<file path="src/rtl/fifo_rr_arbiter_if.sv">
// Bundle of producer, consumer and FIFO-control signals for fifo_rr_arbiter.
// The master side is the arbiter; the slave side is the producers/consumer/FIFO.
interface fifo_rr_arbiter_if #(
  parameter int unsigned p_num_req   = 4,
  parameter int unsigned p_data_bits = 32,
  parameter int unsigned p_depth     = 32
);
  localparam int unsigned IDW = $clog2(p_num_req);
  localparam int unsigned OW  = $clog2(p_depth + 1);

  logic [p_num_req-1:0]             req_val;
  logic [p_num_req-1:0]             req_rdy;
  logic [p_num_req*p_data_bits-1:0] req_data;
  logic                             resp_val;
  logic                             resp_rdy;
  logic [p_data_bits-1:0]           resp_data;
  logic [IDW-1:0]                   resp_id;
  logic                             fifo_push;
  logic                             fifo_pop;
  logic [IDW+p_data_bits-1:0]       fifo_wdata;
  logic [IDW+p_data_bits-1:0]       fifo_rdata;
  logic                             fifo_empty;
  logic                             fifo_full;
  logic [OW-1:0]                    occ;

  modport master (
    input  req_val, req_data, resp_rdy, fifo_rdata, fifo_empty, fifo_full,
    output req_rdy, resp_val, resp_data, resp_id, fifo_push, fifo_pop, fifo_wdata, occ
  );

  modport slave (
    output req_val, req_data, resp_rdy, fifo_rdata, fifo_empty, fifo_full,
    input  req_rdy, resp_val, resp_data, resp_id, fifo_push, fifo_pop, fifo_wdata, occ
  );
endinterface

</file>
<file path="src/rtl/fifo_rr_arbiter.sv">
// Round-robin arbiter sharing one external FIFO among several producers, with a
// per-requester occupancy quota and an ID-tagged single response stream.
module fifo_rr_arbiter #(
  parameter int unsigned p_num_req   = 4,
  parameter int unsigned p_data_bits = 32,
  parameter int unsigned p_depth     = 32,
  parameter int unsigned p_quota     = 8
) (
  input logic               clk,
  input logic               rst,
  fifo_rr_arbiter_if.master bus
);
  localparam int unsigned IDW = $clog2(p_num_req);
  localparam int unsigned CW  = $clog2(p_quota + 1);
  localparam int unsigned OW  = $clog2(p_depth + 1);
  localparam int unsigned DW  = p_data_bits;

  if (p_quota > p_depth || p_quota < 1) begin : g_bad_quota
    $error("fifo_rr_arbiter: p_quota must lie in 1..p_depth");
  end
  if (p_num_req < 2) begin : g_bad_num_req
    $error("fifo_rr_arbiter: p_num_req must be at least 2");
  end
  if (p_depth == 0 || (p_depth & (p_depth - 1)) != 0) begin : g_bad_depth
    $error("fifo_rr_arbiter: p_depth must be a power of 2");
  end

  logic [IDW-1:0]       ptr_q, ptr_d;
  logic [CW-1:0]        cnt_q [p_num_req];
  logic [CW-1:0]        cnt_d [p_num_req];
  logic [OW-1:0]        occ_q, occ_d;
  logic [p_num_req-1:0] elig, grant;
  logic [IDW-1:0]       gidx, cand, pop_id;
  logic                 found, push, pop;

  always_comb begin
    for (int i = 0; i < p_num_req; i++) begin
      elig[i] = bus.req_val[i] & (cnt_q[i] < CW'(p_quota));
    end
  end

  // Scan from ptr upward with wrap; reset and a full FIFO mask every grant.
  always_comb begin
    grant = '0;
    gidx  = '0;
    cand  = '0;
    found = 1'b0;
    for (int k = 0; k < p_num_req; k++) begin
      cand = IDW'((32'(ptr_q) + unsigned'(k)) % p_num_req);
      if (!found && elig[cand]) begin
        grant[cand] = 1'b1;
        gidx        = cand;
        found       = 1'b1;
      end
    end
    if (!rst || bus.fifo_full) begin
      grant = '0;
    end
  end

  assign push           = |grant;
  assign bus.req_rdy    = grant;
  assign bus.fifo_push  = push;
  assign bus.fifo_wdata = {gidx, bus.req_data[gidx*DW +: DW]};

  assign bus.resp_val               = rst & ~bus.fifo_empty;
  assign {bus.resp_id, bus.resp_data} = bus.fifo_rdata;
  assign pop                        = bus.resp_val & bus.resp_rdy;
  assign bus.fifo_pop               = pop;
  assign pop_id                     = bus.fifo_rdata[IDW+DW-1 -: IDW];
  assign bus.occ                    = occ_q;

  always_comb begin
    for (int i = 0; i < p_num_req; i++) begin
      cnt_d[i] = cnt_q[i];
      if (push && gidx == IDW'(i) && !(pop && pop_id == IDW'(i))) begin
        cnt_d[i] = cnt_q[i] + CW'(1);
      end else if (pop && pop_id == IDW'(i) && !(push && gidx == IDW'(i))) begin
        cnt_d[i] = cnt_q[i] - CW'(1);
      end
    end
  end

  always_comb begin
    occ_d = occ_q;
    if (push && !pop) begin
      occ_d = occ_q + OW'(1);
    end else if (pop && !push) begin
      occ_d = occ_q - OW'(1);
    end
  end

  always_comb begin
    ptr_d = ptr_q;
    if (push) begin
      ptr_d = (gidx == IDW'(p_num_req - 1)) ? '0 : gidx + IDW'(1);
    end
  end

  always_ff @(posedge clk or negedge rst) begin
    if (!rst) begin
      ptr_q <= '0;
      occ_q <= '0;
      for (int i = 0; i < p_num_req; i++) begin
        cnt_q[i] <= '0;
      end
    end else begin
      ptr_q <= ptr_d;
      occ_q <= occ_d;
      for (int i = 0; i < p_num_req; i++) begin
        cnt_q[i] <= cnt_d[i];
      end
    end
  end
endmodule

</file>
<file path="src/flat_wrapper.sv">
// flat-port wrapper written by rule: the top's interface ports become plain ports
module fifo_rr_arbiter_flat 
#(
  parameter int unsigned p_num_req   = 4,
  parameter int unsigned p_data_bits = 32,
  parameter int unsigned p_depth     = 32,
  parameter int unsigned p_quota     = 8
)
  (clk, rst, bus_req_val, bus_req_data, bus_resp_rdy, bus_fifo_rdata, bus_fifo_empty, bus_fifo_full, bus_req_rdy, bus_resp_val, bus_resp_data, bus_resp_id, bus_fifo_push, bus_fifo_pop, bus_fifo_wdata, bus_occ);
  fifo_rr_arbiter_if #(.p_num_req(p_num_req), .p_data_bits(p_data_bits), .p_depth(p_depth)) bus_i ();
  input logic clk;
  input logic rst;
  input wire logic [$bits(bus_i.req_val)-1:0] bus_req_val;
  input wire logic [$bits(bus_i.req_data)-1:0] bus_req_data;
  input wire logic [$bits(bus_i.resp_rdy)-1:0] bus_resp_rdy;
  input wire logic [$bits(bus_i.fifo_rdata)-1:0] bus_fifo_rdata;
  input wire logic [$bits(bus_i.fifo_empty)-1:0] bus_fifo_empty;
  input wire logic [$bits(bus_i.fifo_full)-1:0] bus_fifo_full;
  output wire logic [$bits(bus_i.req_rdy)-1:0] bus_req_rdy;
  output wire logic [$bits(bus_i.resp_val)-1:0] bus_resp_val;
  output wire logic [$bits(bus_i.resp_data)-1:0] bus_resp_data;
  output wire logic [$bits(bus_i.resp_id)-1:0] bus_resp_id;
  output wire logic [$bits(bus_i.fifo_push)-1:0] bus_fifo_push;
  output wire logic [$bits(bus_i.fifo_pop)-1:0] bus_fifo_pop;
  output wire logic [$bits(bus_i.fifo_wdata)-1:0] bus_fifo_wdata;
  output wire logic [$bits(bus_i.occ)-1:0] bus_occ;
  assign bus_i.req_val = bus_req_val;
  assign bus_i.req_data = bus_req_data;
  assign bus_i.resp_rdy = bus_resp_rdy;
  assign bus_i.fifo_rdata = bus_fifo_rdata;
  assign bus_i.fifo_empty = bus_fifo_empty;
  assign bus_i.fifo_full = bus_fifo_full;
  assign bus_req_rdy = bus_i.req_rdy;
  assign bus_resp_val = bus_i.resp_val;
  assign bus_resp_data = bus_i.resp_data;
  assign bus_resp_id = bus_i.resp_id;
  assign bus_fifo_push = bus_i.fifo_push;
  assign bus_fifo_pop = bus_i.fifo_pop;
  assign bus_fifo_wdata = bus_i.fifo_wdata;
  assign bus_occ = bus_i.occ;
  fifo_rr_arbiter #(.p_num_req(p_num_req), .p_data_bits(p_data_bits), .p_depth(p_depth), .p_quota(p_quota)) u_core (.clk(clk), .rst(rst), .bus(bus_i));
endmodule
</file>
<file path="config.mk">
export PLATFORM = sky130hd
export DESIGN_NAME = fifo_rr_arbiter_flat
export DESIGN_NICKNAME = d
export VERILOG_FILES = /design/src/rtl/fifo_rr_arbiter_if.sv /design/src/rtl/fifo_rr_arbiter.sv /design/src/flat_wrapper.sv
export SDC_FILE = /design/constraint.sdc
export NUM_CORES = 1
export LEC_CHECK = 0
export BUFFER_PORTS_ARGS = -buffer_cell sky130_fd_sc_hd__buf_2
export CORE_AREA = 5 5 95 97
export DETAILED_ROUTE_END_ITERATION = 10
export DIE_AREA = 0 0 100 102
export GPL_TIMING_DRIVEN = 0
export HOLD_SLACK_MARGIN = 0.03
export PLACE_DENSITY_LB_ADDON = 0.25
export SYNTH_ARGS = -nofsm -noshare
export SYNTH_HDL_FRONTEND = slang
export SYNTH_SLANG_ARGS = --single-unit
</file>
<file path="constraint.sdc">
create_clock -name clk -period 6.9 [get_ports clk]
set_clock_uncertainty 0.1 [all_clocks]
set_input_delay 0.69 -clock clk [delete_from_list [all_inputs] [get_ports clk]]
set_output_delay 0.69 -clock clk [all_outputs]
set_load 0.05 [all_outputs]
</file>
======== Word level (Yosys, flattened, before mapping) ========
Cells that the tools add are included.
word-level totals
  latch bits .............................. 0
  bits in registers ....................... 24
  bits of input ports ..................... 171
  bits in writable memories ............... 0
  logic and storage cells ................. 136
  ROM bits ................................ 0
  memories kept ........................... 0
  output and inout bits ................... 81
cells by class
  divide/modulo/power cells ............... 0
  equal/unequal tests ..................... 6
  multipliers ............................. 0
  magnitude comparators ................... 12
  muxes and demuxes ....................... 39
  reductions and logical operators ........ 48
  shifts and indexed selects .............. 1
  bitwise gates (word level) .............. 10
  $add $sub $neg .......................... 14
operators by type and width
  cell                 count
  $shiftx 128x8->32    1
  $mux 4               13
  $logic_and 1x1->1    25
  $add 4x1->4 const B  4
  $lt 4x4->1 const B   4
  $sub 4x1->4 const B  4
  $logic_not 1->1      14
  $lt 2x3->1 const B   4
  $mux 6               2
  $or 4x4->4           3
  $mux 1               11
  $mux 2               5
  $reduce_bool 2->1    5
  $bmux 1 s2           4
  $demux 1 s2          4
  $eq 2x2->1 const B   4
  $ge 2x1->1 const B   4
  $add 6x1->6 const B  1
  $and 1x1->1          6
  $sub 6x1->6 const B  1
  $add 2x1->2 const B  2
  $add 2x2->2 const B  2
  $eq 2x1->1 const B   2
  $logic_not 2->1      2
  3 further kinds      3

======== Longest topological paths before layout ========
Gate-level depths: netlist of run 1.
  word-level depth ........................ 21
  depth in mapped cells ................... 20
  gate-level depth less buffers ........... 18

======== Worst setup path before layout of run 1 ========
OpenSTA, ideal clock, no wires.
  path type ............................... reg-to-reg
  start ................................... register u_core.ptr_q[0]
  end ..................................... register u_core.occ_q[5] (netlist: u_core.bus.occ[5])
  library setup time ...................... 0.143 ns
  arrival time ............................ 4.084 ns
  slack ................................... 2.573 ns
  cell stages (with the launch flop) ...... 20
  data required time ...................... 6.657 ns
  path buffers ............................ 1
  clock period less this slack ............ 4.327 ns
  cells stage by stage .................... dfrtp_1 buf_4 inv_1 ha_1 nor2_1 and4_1 o31ai_2 a21boi_0 o21ai_1 nand4_2 ha_1 inv_1 ha_1 a21o_1 a21oi_1 o21bai_1 a21oi_1 xnor2_1 nor2_1 xor2_1
on the way
  longest elaborated chain between the ends .. 17
  elaborated cells between the ends (all ways) .. 54
  those cells by class .................... add/sub (3); order compare (8); mux (25); bitwise (3); reduce/logical (15)
RTL lines
  what                                                                 line                    text
  start: declaration                                                   fifo_rr_arbiter.sv:28   logic [IDW-1:0] ptr_q, ptr_d;
  start signal: assignment                                             fifo_rr_arbiter.sv:108  ptr_q <= ptr_d;
  parallel branches: the longest is 11 deep, another holds $lt 2x3->1  -
  $mux 4 *                                                             fifo_rr_arbiter.sv:50   if (!found && elig[cand]) begin
  $mux 4 *                                                             fifo_rr_arbiter.sv:56   if (!rst || bus.fifo_full) begin
  $reduce_or 4->1 *                                                    fifo_rr_arbiter.sv:61   assign push = |grant;
  via bus_fifo_push                                                    flat_wrapper.sv:23      output wire logic [$bits(bus_i.fifo_push)-1:0] bus_fifo_push;
  $logic_not 1->1                                                      fifo_rr_arbiter.sv:88   end else if (pop && !push) begin
  $logic_and 1x1->1                                                    fifo_rr_arbiter.sv:88
  $reduce_bool 2->1 (no line)                                          -
  end signal: assignment                                               fifo_rr_arbiter.sv:103  occ_q <= '0;
  end signal: assignment                                               fifo_rr_arbiter.sv:109  occ_q <= occ_d;
  end: declaration                                                     fifo_rr_arbiter.sv:31   logic [OW-1:0] occ_q, occ_d;
Mark *: on every way through the listed nets, which the timed path passes. The select of a mux whose other input is x is not followed.
A chain may end at the register's enable or synchronous reset.

======== Final worst setup path of run 1 ========
  start ................................... register u_core.ptr_q[0]
  end ..................................... register u_core.occ_q[5] (netlist: u_core.bus.occ[5])
on the way
  longest elaborated chain between the ends .. 17
  elaborated cells between the ends (all ways) .. 54
  those cells by class .................... add/sub (3); order compare (8); mux (25); bitwise (3); reduce/logical (15)
RTL lines
  what                                                                 line
  parallel branches: the longest is 11 deep, another holds $lt 2x3->1  -
  $mux 4 *                                                             fifo_rr_arbiter.sv:50
  $mux 4 *                                                             fifo_rr_arbiter.sv:56
  $reduce_or 4->1 *                                                    fifo_rr_arbiter.sv:61
  $logic_not 1->1                                                      fifo_rr_arbiter.sv:88
  $logic_and 1x1->1                                                    fifo_rr_arbiter.sv:88
  $reduce_bool 2->1 (no line)                                          -
Mark *: on every way between the ends. The select of a mux whose other input is x is not followed.

==> results of run 1 <==
==> cell families after synthesis <==
family | count (synthesis)
XOR/XNOR | 22
AND/OR/NAND/NOR | 223
adder cells (fa/ha/maj) | 34
AO/OA/AOI/OAI | 72
flip-flops | 24
buffers and inverters | 72
multiplexers | 12
==> layout make-up <==
| cell class | instances | share of cell area |
|---|---|---|
| tap | 105 | 0.0283 |
| multi-input combinational | 363 | 0.503 |
| buffer | 57 | 0.0790 |
| clock buffer | 4 | 0.0119 |
| sequential | 24 | 0.129 |
| timing repair buffer | 219 | 0.236 |
| inverter | 15 | 0.0121 |
==> per-layer routing <==
metal  wire length (um)  track usage
met5                  0            0
met4                201       0.0642
met3               1070       0.0416
met2               6610        0.430
met1               4720        0.271
==> placed cells by master (no fill, tap or decap), types with 3 or more instances in the layout <==
cell type / count
a21oi_1: 10
nor2_1: 12
and3_1: 33
fa_1: 5
a21boi_0: 4
xor2_1: 6
mux4_2: 4
o21ai_0: 7
xnor2_1: 16
dfrtp_1: 24
inv_1: 14
clkbuf_8: 4
nand2_1: 150
and2_1: 4
a31oi_1: 32
nand2b_4: 3
nor2b_1: 3
clkbuf_1: 9
nand3_1: 6
nor2b_2: 3
mux2_2: 5
buf_4: 35
buf_2: 230
o211ai_1: 4
a21o_1: 5
o21ai_1: 5
ha_1: 29
==> sequential cells by signal (all words and copies together), names as in the netlist <==
register,count
u_core.cnt_q,16
u_core.bus.occ,6
u_core.ptr_q,2
==> critical path, delay by kind of cell (launching register included) <==
kind,cells,cell delay [ps]
compound gates,7,1460
xor+xnor,2,280
flops,1,510
buf+inv,3,560
simple gates,4,650
fa+ha+maj,3,1040
==> through the flow <==
stage | setup slack [ps] | util | hold slack [ps]
floorplan | 2570 | - | 294
detailed placement | 2240 | 0.569 | 357
global placement | 2340 | 0.569 | 357
finish | 2170 | 0.576 | 308
global route | 1900 | 0.576 | 348
CTS | 2210 | 0.576 | 325
==> worst min path at each step <==
stage	startpoint	to	slack, ps	cells past startpoint
finish	rst	u_core.bus.occ[0]	310	1
floorplan	rst	u_core.bus.occ[0]	290	0
CTS	rst	u_core.cnt_q[1]	320	1
detailed placement	u_core.bus.occ[5]	u_core.bus.occ[5]	360	1
global route	rst	u_core.bus.occ[0]	350	1
global placement	u_core.bus.occ[5]	u_core.bus.occ[5]	360	1
==> impl_metrics.ini, run 1 <==
[status]
run_status = finished clean

[cells_and_area]
ff_latch_area_sq_um = 601
multiInputGateArea_sq_um = 2330
layout.filler_cells = 779
layout_cell_share_with_drive_strength_beyond_1 = 0.427
finalNonFillerCells = 787
post_route_cell_area_sq_um = 4640
area_growth_pct = 38.2
finalNetCount = 888
n_antenna_cell = 0

[routing]
routed_via_density = 5.11
drt_pass1_iterations = 5
route.final.wire_length_mm = 12.6
detailroute.via_count = 4024
ant_nets = 0
drc = 0
routedWlPerCell_um = 16.0
drt_first_iter_violations = 140

[logic_synthesis]
yosys.area_share.simple = 0.304
syn_inst = 459
synth-edff-count = 0
postSynthAreaPerCell_sq_um = 7.31
dominant_cell_by_count_in_the_synthesized_netlist = nand2_1
synth.yosys.seq_area_share = 0.179
synth_top_area_cell = dfrtp_1
synth.area.mux_share = 0.0589
synth_flop_type = dfrtp_1
synth_fp_nets = 664
netlist-cell-type-count = 44
synth_xor_xnor_area_share = 0.0574
synth-compound-area-share = 0.136
synth-async-reset-ratio = 1.00
synth_common_cells = 150 x nand2_1, 35 x buf_4, 33 x and3_1, 32 x a31oi_1, 29 x ha_1
yosysTopAreaCellShare = 0.179
synth-warning-count = 0
post_synth_main_area_contributors = dfrtp_1 18%, nand2_1 17%, ha_1 11%
netlist_area_sq_um = 3360
synth-adder-area-share = 0.138
main_combinational_cell_family_by_area_after_synthesis = simple AND/OR/NAND/NOR gates
number_of_synthesized_register_bits = 24

[sta]
drv_slew = 0
max-slew-margin-rel = 0.569
grt_setup_unrepaired = false
final_min_period_over_clock_period = 0.686
post-route-min-period_ps = 4730
final-hold-violation-count = 0
worst_slew_pin_tran_ps = 647
setup-violations-final = 0
achievable-frequency_mhz = 211
fin_tns_setup_ps = 0

[floorplanning]
die-height_um = 102
fp.coreArea_sq_um = 8050
dieArea_sq_um = 10200
floorplan.die.width_um = 100
fp-row-count = 33
ios = 252
initial_utilization = 0.417

[clock_network]
htree_levels = 1
post_cts.resized_instances = 0
worst_setup_hold_path_clk_slew_ps = 90
cts_buffers = 3
root_buffer = clkbuf_8
number_of_sinks_on_the_clock_net = 24
post-cts-setup-buffers = 0
cts_tree = yes
max_buffers_root_to_sink = 2
holdBufCountCts = 0
worst_skew_late_latency_ps = 270

[placed_design]
gp_congestion = 0.924
dp_hpwl_mm = 10.6
place_inst = 783
placedInstanceArea_sq_um = 4580
port_buffers = 219

[critical_path]
critical-path-max-stage-delay_ps = 510
timing.critical_path.cells = buf_4 > inv_1 > ha_1 > nor2_1 > and4_1 > o31ai_2 > a21boi_0 > o21ai_1 > nand4_2 > ha_1 > inv_1 > ha_1 > a21o_1 > a21oi_1 > o21bai_1 > a21oi_1 > xnor2_1 > nor2_1 > xor2_1
last_element_of_the_critical_path = u_core.bus.occ[5]
critical-path-top-cell-by-count = ha_1
worst_r2r_startpoint = u_core.ptr_q[0]
worst-setup-path-type = reg -> reg
worst_setup_path_startpoint = u_core.ptr_q[0]
critical_path_rt_ps = 6960
critical_path_arrival_ps = 4790
crit_path_max_fanout = 10
slowest_stage = dfrtp_1
reg2regPathDepth = 19
timing.reg2reg.setup_slack_ps = 2170
critical_path.reg2reg.endpoint = u_core.bus.occ[5]
timing.critical_path.from_type = flop
crit_path_end_kind = flop

[global_routing]
global_route_wire_length_before_repair_mm = 19.1
grt.overflow.total = 0
groute.usage.overall = 0.231
antenna_found_initial = 0
grt_max_degree = 27
grt_pass1_vias = 4091

[flow_run]
maxCapViolCount = 0

[worst_hold_path]
hold_class = in -> async
Power of run 1 is left out: the tool's default activity adds up to more than one toggle a clock period on the data nets, which glitch-free logic cannot reach.
==> run 2, diff against run 1 <==
- ABC_AREA: default -> 1
- CORE_AREA: 5 5 95 97 -> default
- CORE_ASPECT_RATIO: default -> 1.4
- CORE_MARGIN: default -> 5
- CORE_UTILIZATION: default -> 43
- DIE_AREA: 0 0 100 102 -> default
- clock period: 6.9 -> 4.6 ns (I/O delays scaled with it)
==> run 2 against run 1 <==
Effect of this change: cell area up 8.3%; utilization up 1.5 points; register-to-register slack worse by 1700 ps; maximum frequency is 14% higher; sequential share of layout area down 0.95 points; count of clock-buffer cells in the layout decreased by 1; global-route usage fell by 0.50 points; die area grew 3.5%; synthesized cell count up 27%; via count is 8.4% higher; worst setup slack worse by 1700 ps; critical path type unchanged.
==> impl_metrics.ini, run 2 <==
[status]
run_status = finished clean

[floorplanning]
fp.coreArea_sq_um = 8510
floorplan.die.width_um = 88.3
dieArea_sq_um = 10600
initial_utilization = 0.434
fp-row-count = 40
die-height_um = 120
ios = 252

[logic_synthesis]
dominant_cell_by_count_in_the_synthesized_netlist = nand2_1
number_of_synthesized_register_bits = 24
postSynthAreaPerCell_sq_um = 6.32
synth-edff-count = 0
synth-async-reset-ratio = 1.00
synth_flop_type = dfrtp_1
syn_inst = 584
yosysTopAreaCellShare = 0.275
synth_top_area_cell = nand2_1
synth_common_cells = 270 x nand2_1, 70 x inv_1, 40 x buf_4, 30 x nand3_1
post_synth_main_area_contributors = nand2_1 27%, dfrtp_1 16%, ha_1 9.8%
synth.yosys.seq_area_share = 0.163
synth_fp_nets = 789
netlist_area_sq_um = 3690
netlist-cell-type-count = 28
synth-warning-count = 0

[clock_network]
worst_skew_late_latency_ps = 260
post-cts-setup-buffers = 0
number_of_sinks_on_the_clock_net = 24
worst_setup_hold_path_clk_slew_ps = 70
post_cts.resized_instances = 0
cts_buffers = 3
htree_levels = 1
cts_tree = yes
max_buffers_root_to_sink = 2
holdBufCountCts = 0
root_buffer = clkbuf_16

[placed_design]
gp_congestion = 0.872
port_buffers = 219
dp_hpwl_mm = 10.7

[critical_path]
slowest_stage = dfrtp_2
worstPathBufferInverterCount = 7
critical_path.reg2reg.endpoint = u_core.cnt_q[15]
critical_path_arrival_ps = 4190
worst_r2r_startpoint = u_core.ptr_q[1]
critical-path-max-stage-delay_ps = 490
timing.critical_path.max_delay_family = adder cells
timing.reg2reg.setup_slack_ps = 450
reg2regPathDepth = 24
timing.critical_path.cells = inv_1 > ha_1 > inv_1 > nand3_1 > nand2_1 > nand2_2 > inv_2 > nand2_1 > o21ai_1 > nand2_2 > inv_2 > buf_2 > ha_1 > inv_1 > nor2_1 > ha_1 > inv_1 > ha_1 > a21o_1 > a21oi_1 > nand2_1 > nand2_1 > nor2_1 > xor2_1
crit_path_max_fanout = 11
worst-setup-path-type = reg -> reg
timing.critical_path.from_type = flop
crit_path_end_kind = flop
critical_path_rt_ps = 4640

[cells_and_area]
largest_reg_flops = 16
n_antenna_cell = 0
area_growth_pct = 36.2
largest_register = u_core.cnt_q
final_common_cell = nand2_1
finalNetCount = 1013
most-common-layout-cells = 270 x nand2_1, 228 x buf_2, 70 x inv_1
layout_cell_share_with_drive_strength_beyond_1 = 0.395

[sta]
grt_setup_unrepaired = false
drv_slew = 0
setup-violations-final = 0
final_min_period_over_clock_period = 0.903
fin_tns_setup_ps = 0
max-slew-margin-rel = 0.607
achievable-frequency_mhz = 241
final-hold-violation-count = 0
worst_slew_pin_tran_ps = 589
post-route-min-period_ps = 4150

[routing]
detailroute.via_count = 4362
drt_pass1_iterations = 4
routedWlPerCell_um = 13.9
drt_first_iter_violations = 121
ant_nets = 0
drc = 0
route.final.wire_length_mm = 12.7
routed_via_density = 4.78

[global_routing]
global_route_wire_length_before_repair_mm = 19.7
groute.usage.overall = 0.226
grt_max_degree = 26
grt_pass1_vias = 4247
grt.overflow.total = 0
antenna_found_initial = 3

[worst_hold_path]
hold_class = in -> async

[flow_run]
maxCapViolCount = 0
run 2: changes by cell type after synthesis, sizes merged, moves of 9 or more:
cell / change
nor2: +12
and3: -33
inv: +59
clkbuf: -9
a31oi: -30
nand3: +25
nand2: +124
o211ai: +29
run 2: area by class of cell:
class                   instances  area (sq um)
fillers                       846          3480
well taps                     105           131
plain buffers                  53           390
multi-input cells             433          2420
inverters                      74           278
clock inverters                 1          30.0
flip-flops and latches         24           603
clock buffers                   3          75.1
repair buffers                219          1100
run 2: how the worst max path moves through the flow:
stage	start	to	slack [ps]	cells past startpoint
2_1_floorplan	u_core.ptr_q[0]	u_core.bus.occ[5]	730	25
3_3_place_gp	u_core.ptr_q[0]	u_core.cnt_q[15]	430	24
3_5_place_dp	u_core.ptr_q[0]	u_core.cnt_q[15]	390	24
4_1_cts	u_core.ptr_q[0]	u_core.cnt_q[15]	360	24
5_1_grt	u_core.ptr_q[1]	u_core.cnt_q[15]	40	24
6_report	u_core.ptr_q[1]	u_core.cnt_q[15]	450	24
run 2: worst reg2reg max path: cells and delay by family (launching register included):
| kind | cells | cell delay (ps) |
|---|---|---|
| XOR/XNOR | 1 | 130 |
| adder cells (fa/ha/maj) | 4 | 1030 |
| flip-flops | 1 | 490 |
| AO/OA/AOI/OAI | 3 | 500 |
| AND/OR/NAND/NOR | 9 | 750 |
| buffers and inverters | 7 | 1020 |
run 2: per-layer routing:
layer	wire, um	track usage	share of wire	up-vias
li1	-	-	-	2217
met1	4890	0.269	0.39	1956
met2	6390	0.412	0.50	167
met3	1200	0.0488	0.094	16
met4	174	0.0359	0.014	6
met5	36	0	0.0028	-
run 2: stage by stage:
| step | hold slack [ps] | setup WS (ps) | instance area, sq um | utilization | cells |
|---|---|---|---|---|---|
| finish | 94.9 | 446 | 5020 | 0.591 | 912 |
| detailed placement | 358 | 386 | 4920 | 0.578 | 908 |
| global placement | 357 | 435 | 4920 | 0.578 | 908 |
| floorplan | 64.4 | 733 | 3690 | - | 584 |
| CTS | 111 | 363 | 5020 | 0.590 | 912 |
| global route | 138 | 38.2 | 5020 | 0.591 | 912 |
run 2: logic make-up after synthesis:
| kind of cell | share of synthesized area |
|---|---|
| flops | 0.163 |
| xor+xnor | 0.0332 |
| compound gates | 0.138 |
| buf+inv | 0.181 |
| fa+ha+maj | 0.125 |
| simple gates | 0.359 |
Power of run 2 is left out for the same reason.
==> run 3, diff against run 2 <==
- CAP_MARGIN: default -> 20
- CORE_UTILIZATION: 43 -> 44
- CTS_BUF_LIST: default -> sky130_fd_sc_hd__clkbuf_8
==> run 3 against run 2 <==
Effect of this change: sequential share of layout area rose by 0.084 points; sequential cell count did not move; wire length rose by 2.2%; register-to-register slack improved by 40 ps; worst setup slack improved by 37 ps; via count fell by 0.60%; worst hold slack got worse by 36 ps; cell area fell by 0.70%; non-clock buffer count did not move; largest cell class unchanged.
==> impl_metrics.ini, run 3 (synthesized netlist as in run 2, its figures left out) <==
[clock_network]
cts_buffers = 3
number_of_sinks_on_the_clock_net = 24
max_buffers_root_to_sink = 2
worst_setup_hold_path_clk_slew_ps = 100
htree_levels = 1
root_buffer = clkbuf_8
holdBufCountCts = 0
worst_skew_late_latency_ps = 280
post-cts-setup-buffers = 0
cts_tree = yes

[critical_path]
crit_path_max_fanout = 11
critical_path_rt_ps = 4700
worst_setup_path_startpoint = u_core.ptr_q[0]
last_element_of_the_critical_path = u_core.cnt_q[11]
timing.reg2reg.setup_slack_ps = 480
worst_r2r_startpoint = u_core.ptr_q[0]
timing.critical_path.from_type = flop
crit_path_end_kind = flop
critical_path_arrival_ps = 4220
critical_path.reg2reg.endpoint = u_core.cnt_q[11]
worst-setup-path-type = reg -> reg
reg2regPathDepth = 23

[floorplanning]
fp-row-count = 39
initial_utilization = 0.450
fp.coreArea_sq_um = 8200
floorplan.die.width_um = 87.4
dieArea_sq_um = 10300
die-height_um = 118
ios = 252

[global_routing]
grt_max_degree = 26
grt.overflow.total = 0
global_route_wire_length_before_repair_mm = 20.4
antenna_found_initial = 4
groute.usage.overall = 0.240
grt_pass1_vias = 4221

[cells_and_area]
finalNetCount = 1013
area_growth_pct = 35.2
most-common-layout-cells = 270 x nand2_1, 228 x buf_2, 70 x inv_1
post_route_cell_area_sq_um = 4990
layout_cell_share_with_drive_strength_beyond_1 = 0.395
largest_register = u_core.cnt_q
final_common_cell = nand2_1
largest_reg_flops = 16
finalNonFillerCells = 910

[sta]
drv_slew = 0
post-route-min-period_ps = 4120
grt_setup_unrepaired = false
fin_tns_setup_ps = 0
final_min_period_over_clock_period = 0.895
achievable-frequency_mhz = 243
max-slew-margin-rel = 0.615
setup-violations-final = 0
whs_ps = 59.4
worst_slew_pin_tran_ps = 577
final-hold-violation-count = 0

[worst_hold_path]
hold_class = in -> async

[routing]
routedWlPerCell_um = 14.2
route.final.wire_length_mm = 13.0
drt_first_iter_violations = 107
routed_via_density = 4.76
drc = 0
drt_pass1_iterations = 5
detailroute.via_count = 4336
ant_nets = 0

[placed_design]
gp_congestion = 0.925
port_buffers = 219
place_inst = 905
placedInstanceArea_sq_um = 4910
dp_hpwl_mm = 11.0

[flow_run]
maxCapViolCount = 0

[status]
run_status = finished clean
run 3: layout make-up:
cell class / instances / area [sq um]
Antenna cell: 1 / 2.50
Buffer: 53 / 390
Clock buffer: 3 / 41.3
Clock inverter: 1 / 30.0
Fill cell: 818 / 3210
Inverter: 74 / 278
Multi-Input combinational cell: 433 / 2420
Sequential cell: 24 / 603
Tap cell: 102 / 128
Timing Repair Buffer: 219 / 1100
run 3: timing repair:
action / in CTS / in global routing
endpoints found under the hold margin: 0 / 0
gates resized for setup: 0 / 2
endpoints found under the setup margin: 0 / 4
run 3: worst min-delay path by stage:
stage / to / slack, ps / cells after the start
final: u_core.cnt_q[2] / 60 / 1
after global routing: u_core.cnt_q[0] / 100 / 1
after CTS: u_core.cnt_q[0] / 80 / 1
after detailed placement: u_core.bus.occ[5] / 360 / 1
after global placement: u_core.cnt_q[7] / 360 / 1
after floorplan: u_core.bus.occ[0] / 60 / 0
run 3: layer usage:
metal  track usage  routed length, um
met1         0.300               5200
met2         0.426               6410
met3        0.0397               1100
met4        0.0518                210
met5             0                 39
run 3: per-stage QoR:
step | utilization | setup slack, ps
global route | 0.609 | 67.5
finish | 0.609 | 483
CTS | 0.608 | 322
detailed placement | 0.599 | 370
global placement | 0.599 | 463
floorplan | - | 733
run 3: critical path, stage by stage (launching register included):
cell and delay [ps]:
dfrtp_2 510, inv_2 150, ha_1 370, inv_1 150, nand3_1 100, nand2_1 90
nand2_2 80, inv_2 100, nand2_1 90, o21ai_1 150, nand2_2 130, inv_2 130
buf_2 270, ha_1 190, inv_1 40, nor2_1 110, ha_1 190, inv_1 90
ha_1 300, a21o_1 150, a21oi_1 160, nor2_1 60, nor2_1 170, xor2_1 160
Power of run 3 is left out for the same reason.
